## src/rtl/gz_pkg.sv

```systemverilog
// Shared types and constants for the Goertzel channel scheduler:
// FSM state encoding, output-word field offsets and width helpers.
package gz_pkg;

  typedef enum logic [2:0] {
    ST_IDLE,
    ST_RESTART,
    ST_FEED,
    ST_WAIT_RES,
    ST_EMIT
  } gz_state_e;

  localparam int unsigned TD_W      = 128;
  localparam int unsigned TD_IM_LSB = 0;
  localparam int unsigned TD_RE_LSB = 16;
  localparam int unsigned TD_CH_LSB = 32;

  function automatic int unsigned gz_cw(input int unsigned nch);
    return (nch > 1) ? $clog2(nch) : 1;
  endfunction

  function automatic int unsigned gz_cntw(input int unsigned n);
    return $clog2(n + 1);
  endfunction

endpackage

```

## src/rtl/gz_channel_scheduler_if.sv

```systemverilog
// Result stream from the scheduler to the capture buffer (valid/ready).
interface gz_channel_scheduler_if;
  import gz_pkg::*;

  logic [TD_W-1:0] tdata;
  logic            tvalid;
  logic            tready;

  modport master (output tdata, output tvalid, input tready);
  modport slave  (input tdata, input tvalid, output tready);
endinterface

```

## src/rtl/gz_rr_arbiter.sv

```systemverilog
// Combinational round-robin pick: first set mask bit strictly after
// i_ptr, wrapping; o_gvalid is low when the mask is empty.
module gz_rr_arbiter
  import gz_pkg::*;
#(
  parameter int unsigned NCH = 4,
  parameter int unsigned CW  = gz_cw(NCH)
) (
  input  logic [NCH-1:0] i_mask,
  input  logic [CW-1:0]  i_ptr,
  output logic [CW-1:0]  o_grant,
  output logic           o_gvalid
);

  always_comb begin : pick
    int unsigned     idx;
    logic [CW-1:0]   sel;
    o_grant  = '0;
    o_gvalid = 1'b0;
    idx      = 0;
    sel      = '0;
    for (int unsigned k = 1; k <= NCH; k++) begin
      idx = (32'(i_ptr) + k) % NCH;
      sel = CW'(idx);
      if (!o_gvalid && i_mask[sel]) begin
        o_grant  = sel;
        o_gvalid = 1'b1;
      end
    end
  end

endmodule

```

## src/rtl/gz_channel_scheduler.sv

```systemverilog
// Time-multiplexes one Goertzel engine over NCH ADC streams, one window per
// round-robin slot. Optional result-wait timeout: define GZS_TIMEOUT_EN.
module gz_channel_scheduler
  import gz_pkg::*;
#(
  parameter int unsigned IW  = 12,
  parameter int unsigned OW  = 20,
  parameter int unsigned SW  = 16,
  parameter int unsigned N   = 126,
  parameter int unsigned NCH = 4,
  parameter int unsigned TMO = 1024
) (
  input  logic                 aclk,
  input  logic                 aresetn,
  input  logic [NCH*128-1:0]   s_axis_tdata,
  input  logic [NCH-1:0]       s_axis_tvalid,
  output logic [NCH-1:0]       s_axis_tready,
  input  logic                 run,
  input  logic [NCH-1:0]       ch_mask,
  output logic                 eng_rst,
  output logic                 eng_clken,
  output logic [IW-1:0]        eng_tdata,
  output logic                 eng_tvalid,
  input  logic [2*OW-1:0]      eng_res_tdata,
  input  logic                 eng_res_tvalid,
  output logic                 eng_res_tready,
  gz_channel_scheduler_if.master m_axis,
  output logic                 busy,
  output logic [gz_cw(NCH)-1:0] cur_ch,
  output logic                 err_timeout
);

  localparam int unsigned CW   = gz_cw(NCH);
  localparam int unsigned CNTW = gz_cntw(N);

  gz_state_e        r_state, w_state_nx;
  logic             r_clken, r_rst_phase;
  logic [CNTW-1:0]  r_cnt;
  logic [CW-1:0]    r_ptr, r_cur_ch;
  logic             r_eng_rst, r_eng_tvalid, r_res_tready, r_m_tvalid, r_busy;
  logic [IW-1:0]    r_eng_tdata;
  logic [TD_W-1:0]  r_m_tdata, w_m_word, w_beat;
  logic [CW-1:0]    w_grant;
  logic             w_gvalid, w_accept, w_capture, w_emit_done, w_timeout, w_tmo_hit;
  logic             w_unused;

  gz_rr_arbiter #(.NCH(NCH), .CW(CW)) u_arb (
    .i_mask  (ch_mask),
    .i_ptr   (r_ptr),
    .o_grant (w_grant),
    .o_gvalid(w_gvalid)
  );

  always_comb begin
    w_beat = '0;
    for (int unsigned c = 0; c < NCH; c++)
      if (r_cur_ch == CW'(c)) w_beat = s_axis_tdata[c*128 +: 128];
  end

  always_comb begin
    w_m_word = '0;
    w_m_word[TD_CH_LSB +: CW] = r_cur_ch;
    w_m_word[TD_RE_LSB +: SW] = eng_res_tdata[2*OW-1 -: SW];
    w_m_word[TD_IM_LSB +: SW] = eng_res_tdata[OW-1 -: SW];
  end

  // Acceptance is decided while clken is low so the registered strobe
  // lands on the following clken-high cycle.
  always_comb begin
    w_state_nx  = r_state;
    w_accept    = 1'b0;
    w_capture   = 1'b0;
    w_emit_done = 1'b0;
    w_timeout   = 1'b0;
    case (r_state)
      ST_IDLE:    if (run && w_gvalid) w_state_nx = ST_RESTART;
      ST_RESTART: if (r_rst_phase) w_state_nx = ST_FEED;
      ST_FEED: begin
        w_accept = !r_clken && s_axis_tvalid[r_cur_ch];
        if (w_accept && (r_cnt == CNTW'(N - 1))) w_state_nx = ST_WAIT_RES;
      end
      ST_WAIT_RES: begin
        if (eng_res_tvalid) begin
          w_capture  = 1'b1;
          w_state_nx = ST_EMIT;
        end else if (w_tmo_hit) begin
          w_timeout  = 1'b1;
          w_state_nx = ST_IDLE;
        end
      end
      ST_EMIT: begin
        if (m_axis.tready) begin
          w_emit_done = 1'b1;
          w_state_nx  = ST_IDLE;
        end
      end
      default: w_state_nx = ST_IDLE;
    endcase
  end

  always_ff @(posedge aclk or negedge aresetn) begin
    if (!aresetn) begin
      r_state      <= ST_IDLE;
      r_clken      <= 1'b0;
      r_rst_phase  <= 1'b0;
      r_cnt        <= '0;
      r_ptr        <= CW'(NCH - 1);
      r_cur_ch     <= CW'(NCH - 1);
      r_eng_rst    <= 1'b0;
      r_eng_tvalid <= 1'b0;
      r_eng_tdata  <= '0;
      r_res_tready <= 1'b0;
      r_m_tvalid   <= 1'b0;
      r_m_tdata    <= '0;
      r_busy       <= 1'b0;
    end else begin
      r_state      <= w_state_nx;
      r_clken      <= ~r_clken;
      r_rst_phase  <= (r_state == ST_RESTART) && !r_rst_phase;
      r_eng_rst    <= (w_state_nx == ST_RESTART);
      r_res_tready <= (w_state_nx == ST_WAIT_RES);
      r_m_tvalid   <= (w_state_nx == ST_EMIT);
      r_busy       <= (w_state_nx != ST_IDLE);
      r_eng_tvalid <= w_accept;
      if (w_accept) r_eng_tdata <= w_beat[16-IW +: IW];
      if (r_state == ST_RESTART) r_cnt <= '0;
      else if (w_accept)         r_cnt <= r_cnt + 1'b1;
      if ((r_state == ST_IDLE) && (w_state_nx == ST_RESTART)) r_cur_ch <= w_grant;
      if (w_capture) r_m_tdata <= w_m_word;
      if (w_emit_done || w_timeout) r_ptr <= r_cur_ch;
    end
  end

`ifdef GZS_TIMEOUT_EN
  localparam int unsigned TMOW = (TMO > 1) ? $clog2(TMO) : 1;
  logic [TMOW-1:0] r_tmo_cnt;
  logic            r_err;

  always_ff @(posedge aclk or negedge aresetn) begin
    if (!aresetn) begin
      r_tmo_cnt <= '0;
      r_err     <= 1'b0;
    end else begin
      r_tmo_cnt <= (r_state == ST_WAIT_RES) ? r_tmo_cnt + 1'b1 : '0;
      if (w_timeout) r_err <= 1'b1;
    end
  end

  assign w_tmo_hit   = (r_tmo_cnt == TMOW'(TMO - 1));
  assign err_timeout = r_err;
  assign w_unused    = ^{s_axis_tdata, eng_res_tdata};
`else
  assign w_tmo_hit   = 1'b0;
  assign err_timeout = 1'b0;
  assign w_unused    = ^{s_axis_tdata, eng_res_tdata, TMO};
`endif

  assign s_axis_tready  = '1;
  assign eng_rst        = r_eng_rst;
  assign eng_clken      = r_clken;
  assign eng_tdata      = r_eng_tdata;
  assign eng_tvalid     = r_eng_tvalid;
  assign eng_res_tready = r_res_tready;
  assign m_axis.tdata   = r_m_tdata;
  assign m_axis.tvalid  = r_m_tvalid;
  assign busy           = r_busy;
  assign cur_ch         = r_cur_ch;

endmodule

```

## src/flat_wrapper.sv

```systemverilog
// flat-port wrapper written by rule: the top's interface ports become plain ports
module gz_channel_scheduler_flat import gz_pkg::*;
#(
  parameter int unsigned IW  = 12,
  parameter int unsigned OW  = 20,
  parameter int unsigned SW  = 16,
  parameter int unsigned N   = 126,
  parameter int unsigned NCH = 4,
  parameter int unsigned TMO = 1024
)
  (aclk, aresetn, s_axis_tdata, s_axis_tvalid, s_axis_tready, run, ch_mask, eng_rst, eng_clken, eng_tdata, eng_tvalid, eng_res_tdata, eng_res_tvalid, eng_res_tready, busy, cur_ch, err_timeout, m_axis_tdata, m_axis_tvalid, m_axis_tready);
  gz_channel_scheduler_if m_axis_i ();
  input  logic aclk;
  input  logic aresetn;
  input  logic [NCH*128-1:0] s_axis_tdata;
  input  logic [NCH-1:0] s_axis_tvalid;
  output logic [NCH-1:0] s_axis_tready;
  input  logic run;
  input  logic [NCH-1:0] ch_mask;
  output logic eng_rst;
  output logic eng_clken;
  output logic [IW-1:0] eng_tdata;
  output logic eng_tvalid;
  input  logic [2*OW-1:0] eng_res_tdata;
  input  logic eng_res_tvalid;
  output logic eng_res_tready;
  output logic busy;
  output logic [gz_cw(NCH)-1:0] cur_ch;
  output logic err_timeout;
  output wire logic [$bits(m_axis_i.tdata)-1:0] m_axis_tdata;
  output wire logic [$bits(m_axis_i.tvalid)-1:0] m_axis_tvalid;
  input wire logic [$bits(m_axis_i.tready)-1:0] m_axis_tready;
  assign m_axis_tdata = m_axis_i.tdata;
  assign m_axis_tvalid = m_axis_i.tvalid;
  assign m_axis_i.tready = m_axis_tready;
  gz_channel_scheduler #(.IW(IW), .OW(OW), .SW(SW), .N(N), .NCH(NCH), .TMO(TMO)) u_core (.aclk(aclk), .aresetn(aresetn), .s_axis_tdata(s_axis_tdata), .s_axis_tvalid(s_axis_tvalid), .s_axis_tready(s_axis_tready), .run(run), .ch_mask(ch_mask), .eng_rst(eng_rst), .eng_clken(eng_clken), .eng_tdata(eng_tdata), .eng_tvalid(eng_tvalid), .eng_res_tdata(eng_res_tdata), .eng_res_tvalid(eng_res_tvalid), .eng_res_tready(eng_res_tready), .m_axis(m_axis_i), .busy(busy), .cur_ch(cur_ch), .err_timeout(err_timeout));
endmodule
```

## config.mk

```make
export PLATFORM = sky130hd
export DESIGN_NAME = gz_channel_scheduler_flat
export DESIGN_NICKNAME = d
export VERILOG_FILES = /design/src/rtl/gz_pkg.sv /design/src/rtl/gz_channel_scheduler_if.sv /design/src/rtl/gz_rr_arbiter.sv /design/src/rtl/gz_channel_scheduler.sv /design/src/flat_wrapper.sv
export SDC_FILE = /design/constraint.sdc
export NUM_CORES = 1
export LEC_CHECK = 0
export BUFFER_PORTS_ARGS = -buffer_cell sky130_fd_sc_hd__buf_2
export CORE_AREA = 2 2 278 280
export CTS_CLUSTER_DIAMETER = 200
export DETAILED_ROUTE_END_ITERATION = 8
export DIE_AREA = 0 0 280 282
export GPL_TIMING_DRIVEN = 0
export PLACE_DENSITY_LB_ADDON = 0.1
export SYNTH_ARGS = -nofsm -noshare
export SYNTH_HDL_FRONTEND = slang
export SYNTH_SLANG_ARGS = --single-unit
```

## constraint.sdc

```tcl
create_clock -name aclk -period 5.3 [get_ports aclk]
set_clock_uncertainty 0.15 [all_clocks]
set_input_delay 0.265 -clock aclk [delete_from_list [all_inputs] [get_ports aclk]]
set_output_delay 0.265 -clock aclk [all_outputs]
set_load 0.03 [all_outputs]
```

# == Word-level counts from Yosys, hierarchy flattened ==
# Index checks and enable logic that the tools add are counted.
# totals
register_bits,67
out_inout_bits,153
in_bits,565
wordCells,87
# op_classes
n_addsub,5
eq_ne,11
n_reduce_logical,17
mux,35
magnitude_cmp,5
bitwise_logic,1
# ops
op,n
2-to-1 mux 16 bit,4
"less-than comparator 2 x 3 -> 1 bit, second input constant",5
2-to-1 mux 3 bit,5
one-hot mux 3 bit (5 select lines),1
2-to-1 mux 1 bit,14
2-to-1 mux 7 bit,2
binary-select mux 1 bit (select 2 bit),5
"== test 3 x 2 -> 1 bit, second input constant",3
logical AND 1 bit,8
2-to-1 mux 2 bit,4
"adder 7 x 1 -> 7 bit, second input constant",1
"== test 7 bit, second input constant",1
"== test 3 x 1 -> 1 bit, second input constant",2
"== test 3 bit, second input constant",2
logical NOT 1 bit,5
"adder 2 x 1 -> 2 bit, second input constant",2
"adder 2 bit, second input constant",2
"== test 2 bit, second input constant",2
logical NOT 3 bit,1
nonzero test 3 bit,1
"== test 2 x 1 -> 1 bit, second input constant",1
logical NOT 2 bit,1
nonzero test 2 bit,1
inverter 1 bit,1

# == Logic depth before layout (Yosys ltp) ==
# logic_depth
ltp_word,18
ltp_mapped,7
depth_no_buf,5

# == Modules after synthesis ==
# Synthesis repeated with hierarchy kept, for this count alone.
# unflattened
hier_cells,319
area_unflattened_um2,3854.9
# by_module_without_submodules
module,area_each_um2,instances,cells_per_inst,seq_area_each_um2
gz_channel_scheduler,3763.6,1,305,1681.6
gz_rr_arbiter,91.3,1,14,0.0

# == Least setup slack after synthesis ==
# Ideal clock, no wire load.
# synth_path
path_kind,register -> register
from,register u_core.r_cur_ch[0] (netlist: u_core.cur_ch[0])
to,register u_core.r_eng_tdata[10] (netlist: u_core.eng_tdata[10])
t_required_ns,5.025
t_arrival_ns,2.010
setup_time_ns,0.125
path_stages_with_launch,5
period_less_slack_ns,2.285
slack_ns,3.015
n_path_buf,2
cell_sequence,dfstp_2 -> buf_6 -> clkbuf_1 -> mux4_2 -> mux2_4
# synth_between
elab_chain_cells,5
word_cells_on_any_way,12
cone_classes,3 x eq/ne; 7 x mux; 2 x reduce/logical
# synth_rtl
item,line_no,text
"start, declared",gz_channel_scheduler.sv:39,"logic [CW-1:0] r_ptr, r_cur_ch;"
"start signal, assigned",gz_channel_scheduler.sv:108,r_cur_ch <= CW'(NCH - 1);
"start signal, assigned",gz_channel_scheduler.sv:128,if ((r_state == ST_IDLE) && (w_state_nx == ST_RESTART)) r_cur_ch <= w_grant;
logical NOT 2 bit,gz_channel_scheduler.sv:57,if (r_cur_ch == CW'(c)) w_beat = s_axis_tdata[c*128 +: 128];
2-to-1 mux 16 bit (4 in a row),gz_channel_scheduler.sv:57,
"end signal, assigned",gz_channel_scheduler.sv:125,if (w_accept) r_eng_tdata <= w_beat[16-IW +: IW];
"end, declared",gz_channel_scheduler.sv:41,logic [IW-1:0] r_eng_tdata;
# Several ways; a longest one is shown, not always the timed one. The select of a mux whose other input is x is not followed.
# A chain may end at the register's enable or synchronous reset.

# == Worst setup path in the final report ==
# layout_path
from,register u_core.r_cur_ch[1] (netlist: u_core.cur_ch[1])
to,register u_core.r_busy (netlist: u_core.busy)
# layout_between
elab_chain_cells,7
# layout_rtl
item,line_no,text
binary-select mux 1 bit (select 2 bit),gz_channel_scheduler.sv:79,w_accept = !r_clken && s_axis_tvalid[r_cur_ch];
2-to-1 mux 1 bit (implied by the code),gz_channel_scheduler.sv:79,
logical AND 1 bit,gz_channel_scheduler.sv:79,
logical AND 1 bit,gz_channel_scheduler.sv:80,if (w_accept && (r_cnt == CNTW'(N - 1))) w_state_nx = ST_WAIT_RES;
2-to-1 mux 3 bit,gz_channel_scheduler.sv:80,
one-hot mux 3 bit (5 select lines),gz_channel_scheduler.sv:75,case (r_state)
nonzero test 3 bit,gz_channel_scheduler.sv:123,r_busy <= (w_state_nx != ST_IDLE);
"end signal, assigned",gz_channel_scheduler.sv:123,
"end, declared",gz_channel_scheduler.sv:40,"logic r_eng_rst, r_eng_tvalid, r_res_tready, r_m_tvalid, r_busy;"
# Every way passes these cells. The select of a mux whose other input is x is not followed.

==> metrics.txt <==
# TYPE chip_impl_metric gauge
chip_impl_metric{name="finish.net_count",unit=""} 1162
chip_impl_metric{name="post-layout-total-power",unit="W"} 0.00296
chip_impl_metric{name="fp.coreArea",unit="um2"} 75700
chip_impl_metric{name="numPlacedInstances",unit=""} 1527
chip_impl_info{name="cts_tree",value="built"} 1
chip_impl_metric{name="drc",unit=""} 0
chip_impl_info{name="clock-root-buffer",value="sky130_fd_sc_hd__clkbuf_16"} 1
chip_impl_metric{name="grt_pass1_wl",unit="mm"} 23.7
chip_impl_metric{name="routed_via_density",unit=""} 1.93
chip_impl_metric{name="finalWorstPathRequiredPeriod",unit="ns"} 2.76
chip_impl_metric{name="final_cell_area",unit="um2"} 6780
chip_impl_metric{name="rr_worst_depth",unit=""} 5
chip_impl_metric{name="period_share",unit="%"} 52.1
chip_impl_metric{name="hold-path-cell-count",unit=""} 3
chip_impl_metric{name="grtUsageTotal",unit="%"} 4.48
chip_impl_metric{name="ff_latch_area",unit="um2"} 1680
chip_impl_metric{name="total_die_area",unit="um2"} 79000
chip_impl_info{name="synth_commonest_cells",value="99 x sky130_fd_sc_hd__buf_4, 63 x sky130_fd_sc_hd__dfrtp_1, 39 x sky130_fd_sc_hd__mux2_2"} 1
chip_impl_metric{name="initial_cell_density_of_the_core",unit="%"} 5.03
chip_impl_metric{name="synthesis.area_per_instance",unit="um2"} 12.5
chip_impl_info{name="top_ff_cell_synth",value="sky130_fd_sc_hd__dfrtp_1"} 1
chip_impl_metric{name="synth_top_area_share",unit="%"} 41.4
chip_impl_metric{name="cell_area_after_synthesis",unit="um2"} 3800
chip_impl_info{name="worst_path_max_delay_cell",value="sky130_fd_sc_hd__or4_1"} 1
chip_impl_metric{name="share_of_cells_above_drive_strength_1",unit="%"} 55.2
chip_impl_metric{name="report.final.setup_viol",unit=""} 0
chip_impl_metric{name="timing.final.max_slew_violations",unit=""} 0
chip_impl_metric{name="fin_tns_setup",unit="ns"} 0
chip_impl_info{name="status",value="finished, final reports clean"} 1
chip_impl_metric{name="maxCapViolCount",unit=""} 0
chip_impl_metric{name="dr_vias",unit=""} 3052
chip_impl_info{name="worstHoldEndpoint",value="u_core.cur_ch[0]$_DFFE_PN1P_"} 1
chip_impl_metric{name="vdd_drop_max",unit="mV"} 0.122
chip_impl_info{name="synth_top_cells_by_area",value="sky130_fd_sc_hd__dfrtp_1 41%, sky130_fd_sc_hd__buf_4 20%, sky130_fd_sc_hd__mux2_2 12%"} 1
chip_impl_metric{name="vias_in_the_first_global_route",unit=""} 3028
chip_impl_info{name="crit_family",value="simple AND/OR/NAND/NOR gates"} 1
chip_impl_metric{name="grt_use_met3",unit="%"} 1.61
chip_impl_info{name="cp-start-kind",value="flop"} 1
chip_impl_metric{name="clock_insertion_delay_worst_skew",unit="ns"} 0.37
chip_impl_info{name="global_route.peak_usage_layer",value="met2"} 1
chip_impl_metric{name="drt_first_pass_iters",unit=""} 4
chip_impl_metric{name="layout.cells.non_filler",unit=""} 1580
chip_impl_metric{name="tightestPinTransition",unit="ns"} 1.09
chip_impl_metric{name="initial_antenna_violation_count",unit=""} 11
chip_impl_metric{name="synth-edff-count",unit=""} 0
chip_impl_metric{name="async_reset_ff_share",unit="%"} 100
chip_impl_metric{name="grt_use_met1",unit="%"} 5.03
chip_impl_metric{name="synth_sequential_area_ratio",unit="%"} 44.2
chip_impl_metric{name="place.port_buffers",unit=""} 146
chip_impl_info{name="timing.critical_path.cells",value="clkbuf_1, mux4_2, nand2_4, o22ai_2, or4_1"} 1
chip_impl_metric{name="flow.area_growth_from_synthesis",unit="%"} 78.2
chip_impl_metric{name="tightest_slew_margin_relative_to_the_limit",unit="%"} 27.0
chip_impl_info{name="worst_setup_path_end_kind",value="flop"} 1
chip_impl_info{name="timing.setup.critical_path_class",value="flop to flop"} 1
chip_impl_metric{name="routabilityCongestion",unit=""} 0.610
chip_impl_metric{name="die_height",unit="um"} 282
chip_impl_info{name="synth_area_leader_cell",value="sky130_fd_sc_hd__dfrtp_1"} 1
chip_impl_metric{name="fillers",unit=""} 8778
chip_impl_metric{name="die-width",unit="um"} 280
chip_impl_metric{name="cts.clk_slew.worst_paths",unit="ns"} 0.07
chip_impl_info{name="hold_path.class",value="input port to flop"} 1
chip_impl_metric{name="critical-path-max-stage-delay",unit="ns"} 0.56
chip_impl_info{name="rsz0062_at_grt",value="no"} 1
chip_impl_metric{name="first_iter_violations",unit=""} 96
chip_impl_info{name="timing.rr.start",value="u_core.cur_ch[1]$_DFFE_PN1P_"} 1
chip_impl_info{name="worstHoldStart",value="ch_mask[0]"} 1
chip_impl_metric{name="total_leakage_power",unit="nW"} 3.11
chip_impl_metric{name="ys_ff_latch",unit=""} 67
chip_impl_metric{name="globalRouteMet2Util",unit="%"} 7.48
chip_impl_metric{name="post_cts.repair.setup_buffers",unit=""} 0
chip_impl_metric{name="cp_max_fo",unit=""} 7
chip_impl_metric{name="netlist_instances",unit=""} 305
chip_impl_metric{name="reg_to_reg_setup_timing_slack",unit="ns"} 2.54
chip_impl_metric{name="max_clock_freq",unit="GHz"} 0.362
chip_impl_metric{name="tritoncts.num_buffers",unit=""} 9
chip_impl_metric{name="dp_hpwl",unit="mm"} 14.2
chip_impl_metric{name="htreeDepth",unit=""} 3
chip_impl_metric{name="grt_remaining_overflow",unit=""} 0
chip_impl_info{name="yosys.cell_count.top_type",value="sky130_fd_sc_hd__buf_4"} 1
chip_impl_metric{name="timing_hold_violations_final",unit=""} 0
chip_impl_metric{name="postRouteWirelength",unit="mm"} 17.6
chip_impl_metric{name="pin_count_of_the_biggest_net_entering_global_routing",unit=""} 36
chip_impl_metric{name="dpl_cell_area",unit="um2"} 6150
chip_impl_metric{name="drt_antenna_net_count",unit=""} 0
chip_impl_info{name="r2r-end",value="u_core.busy$_DFF_PN0_"} 1
chip_impl_metric{name="std_cell_rows",unit=""} 101
chip_impl_metric{name="drt-wirelength-per-cell",unit="um"} 11.2
chip_impl_metric{name="count_of_synthesis_stage_warnings_from_yosys",unit=""} 0
chip_impl_metric{name="cts.repair.resized",unit=""} 0
chip_impl_metric{name="clock_tree.buffer_depth",unit=""} 2
chip_impl_metric{name="multi_input_area",unit="um2"} 1670
chip_impl_metric{name="synth.distinct_cells",unit=""} 40
chip_impl_metric{name="pin_count",unit=""} 718
chip_impl_metric{name="cts_sinks",unit=""} 67
chip_impl_metric{name="post-route-util",unit="%"} 8.96
chip_impl_metric{name="power_density",unit="nW/um2"} 437
chip_impl_metric{name="critPathRequiredTime",unit="ns"} 5.34
chip_impl_metric{name="timing.critical_path.arrival",unit="ns"} 2.80
chip_impl_metric{name="cp_num_buf_inv",unit=""} 1
## flip-flops by register name, indices dropped and copies added, names as in the netlist
name	flops
u_core.m_axis.tdata	34
u_core.eng_tdata	12
u_core.r_cnt	7
u_core.r_state	3
u_core.cur_ch	2
u_core.r_ptr	2
u_core.busy	1
u_core.eng_clken	1
u_core.eng_res_tready	1
u_core.eng_rst	1
u_core.eng_tvalid	1
u_core.m_axis.tvalid	1
u_core.r_rst_phase	1
## area by class of cell
| type | count | area share, % |
|---|---|---|
| sequential | 67 | 24.8 |
| clock buffer | 12 | 3.63 |
| antenna | 2 | 0.0738 |
| tap | 978 | 18.0 |
| clock inverter | 4 | 0.387 |
| timing repair buffer | 182 | 16.4 |
| inverter | 5 | 0.314 |
| buffer | 109 | 11.8 |
| multi-input combinational | 221 | 24.6 |
## worst max-delay path by stage
stage | startpoint | endpoint | depth (start not counted)
3_5_place_dp | u_core.cur_ch[1]$_DFFE_PN1P_ | u_core.busy$_DFF_PN0_ | 5
6_report | u_core.cur_ch[1]$_DFFE_PN1P_ | u_core.busy$_DFF_PN0_ | 5
2_1_floorplan | u_core.cur_ch[0]$_DFFE_PN1P_ | u_core.eng_tdata[10]$_DFFE_PN0P_ | 4
5_1_grt | u_core.cur_ch[0]$_DFFE_PN1P_ | u_core.eng_tdata[8]$_DFFE_PN0P_ | 4
3_3_place_gp | u_core.cur_ch[1]$_DFFE_PN1P_ | u_core.busy$_DFF_PN0_ | 5
4_1_cts | u_core.cur_ch[1]$_DFFE_PN1P_ | u_core.busy$_DFF_PN0_ | 5
## report_power, final
group / switching, W / internal (W) / leakage (nW) / total [W]
registers: 0.000117 / 0.000745 / 0.816 / 0.000861
logic: 0.000938 / 0.000545 / 2.17 / 0.00148
clock network: 0.000288 / 0.000330 / 0.133 / 0.000619
total: 0.00134 / 0.00162 / 3.11 / 0.00296
## logic make-up after synthesis
group | after synthesis | share of synthesized area, %
and+or+nand+nor | 37 | 6.21
xor gates and xnor gates | 4 | 0.921
AOI/OAI and AO/OA | 17 | 2.83
muxes | 62 | 23.4
buffers and inverters | 114 | 21.6
DFF | 67 | 44.2
other | 2 | 0.197
adders and majority gates | 2 | 0.658
## worst reg2reg max path, stage by stage, from the launching register on
cell                       delay [ns]
sky130_fd_sc_hd__dfstp_2         0.54
sky130_fd_sc_hd__clkbuf_1        0.51
sky130_fd_sc_hd__mux4_2          0.54
sky130_fd_sc_hd__nand2_4         0.16
sky130_fd_sc_hd__o22ai_2         0.12
sky130_fd_sc_hd__or4_1           0.56
## stage by stage
| step | setup WS, ns | hold WS [ns] |
|---|---|---|
| 4_1_cts | 2.35 | 0.109 |
| 3_3_place_gp | 2.35 | 0.306 |
| 2_1_floorplan | 3.01 | -0.181 |
| 3_5_place_dp | 2.37 | 0.170 |
| 5_1_grt | 2.38 | 0.143 |
| 6_report | 2.54 | 0.156 |
## placed cells by master, fill, tap and decap left out, types with 8 or more instances in the layout
cell / Yosys / routed
sky130_fd_sc_hd__buf_2: 3 / 148
sky130_fd_sc_hd__buf_4: 99 / 100
sky130_fd_sc_hd__conb_1: 2 / 99
sky130_fd_sc_hd__dfrtp_1: 63 / 63
sky130_fd_sc_hd__mux2_2: 39 / 39
sky130_fd_sc_hd__dlygate4sd3_1: 0 / 35
sky130_fd_sc_hd__clkbuf_16: 0 / 9
sky130_fd_sc_hd__nor2_1: 8 / 8
sky130_fd_sc_hd__mux4_2: 8 / 8
sky130_fd_sc_hd__mux2_4: 8 / 8
## routing by layer
metal	part of all wire (%)	vias up
met5	0.057	-
met4	2.7	2
met3	7.5	30
met2	49	164
met1	41	1416
li1	-	1440
## repair_timing
action                                 in CTS  in global routing
endpoints found under the hold margin      65                  0
setup endpoints to repair                   0                  0
hold buffers                               35                  0
No activity file was read; power rests on OpenSTA's default activity.
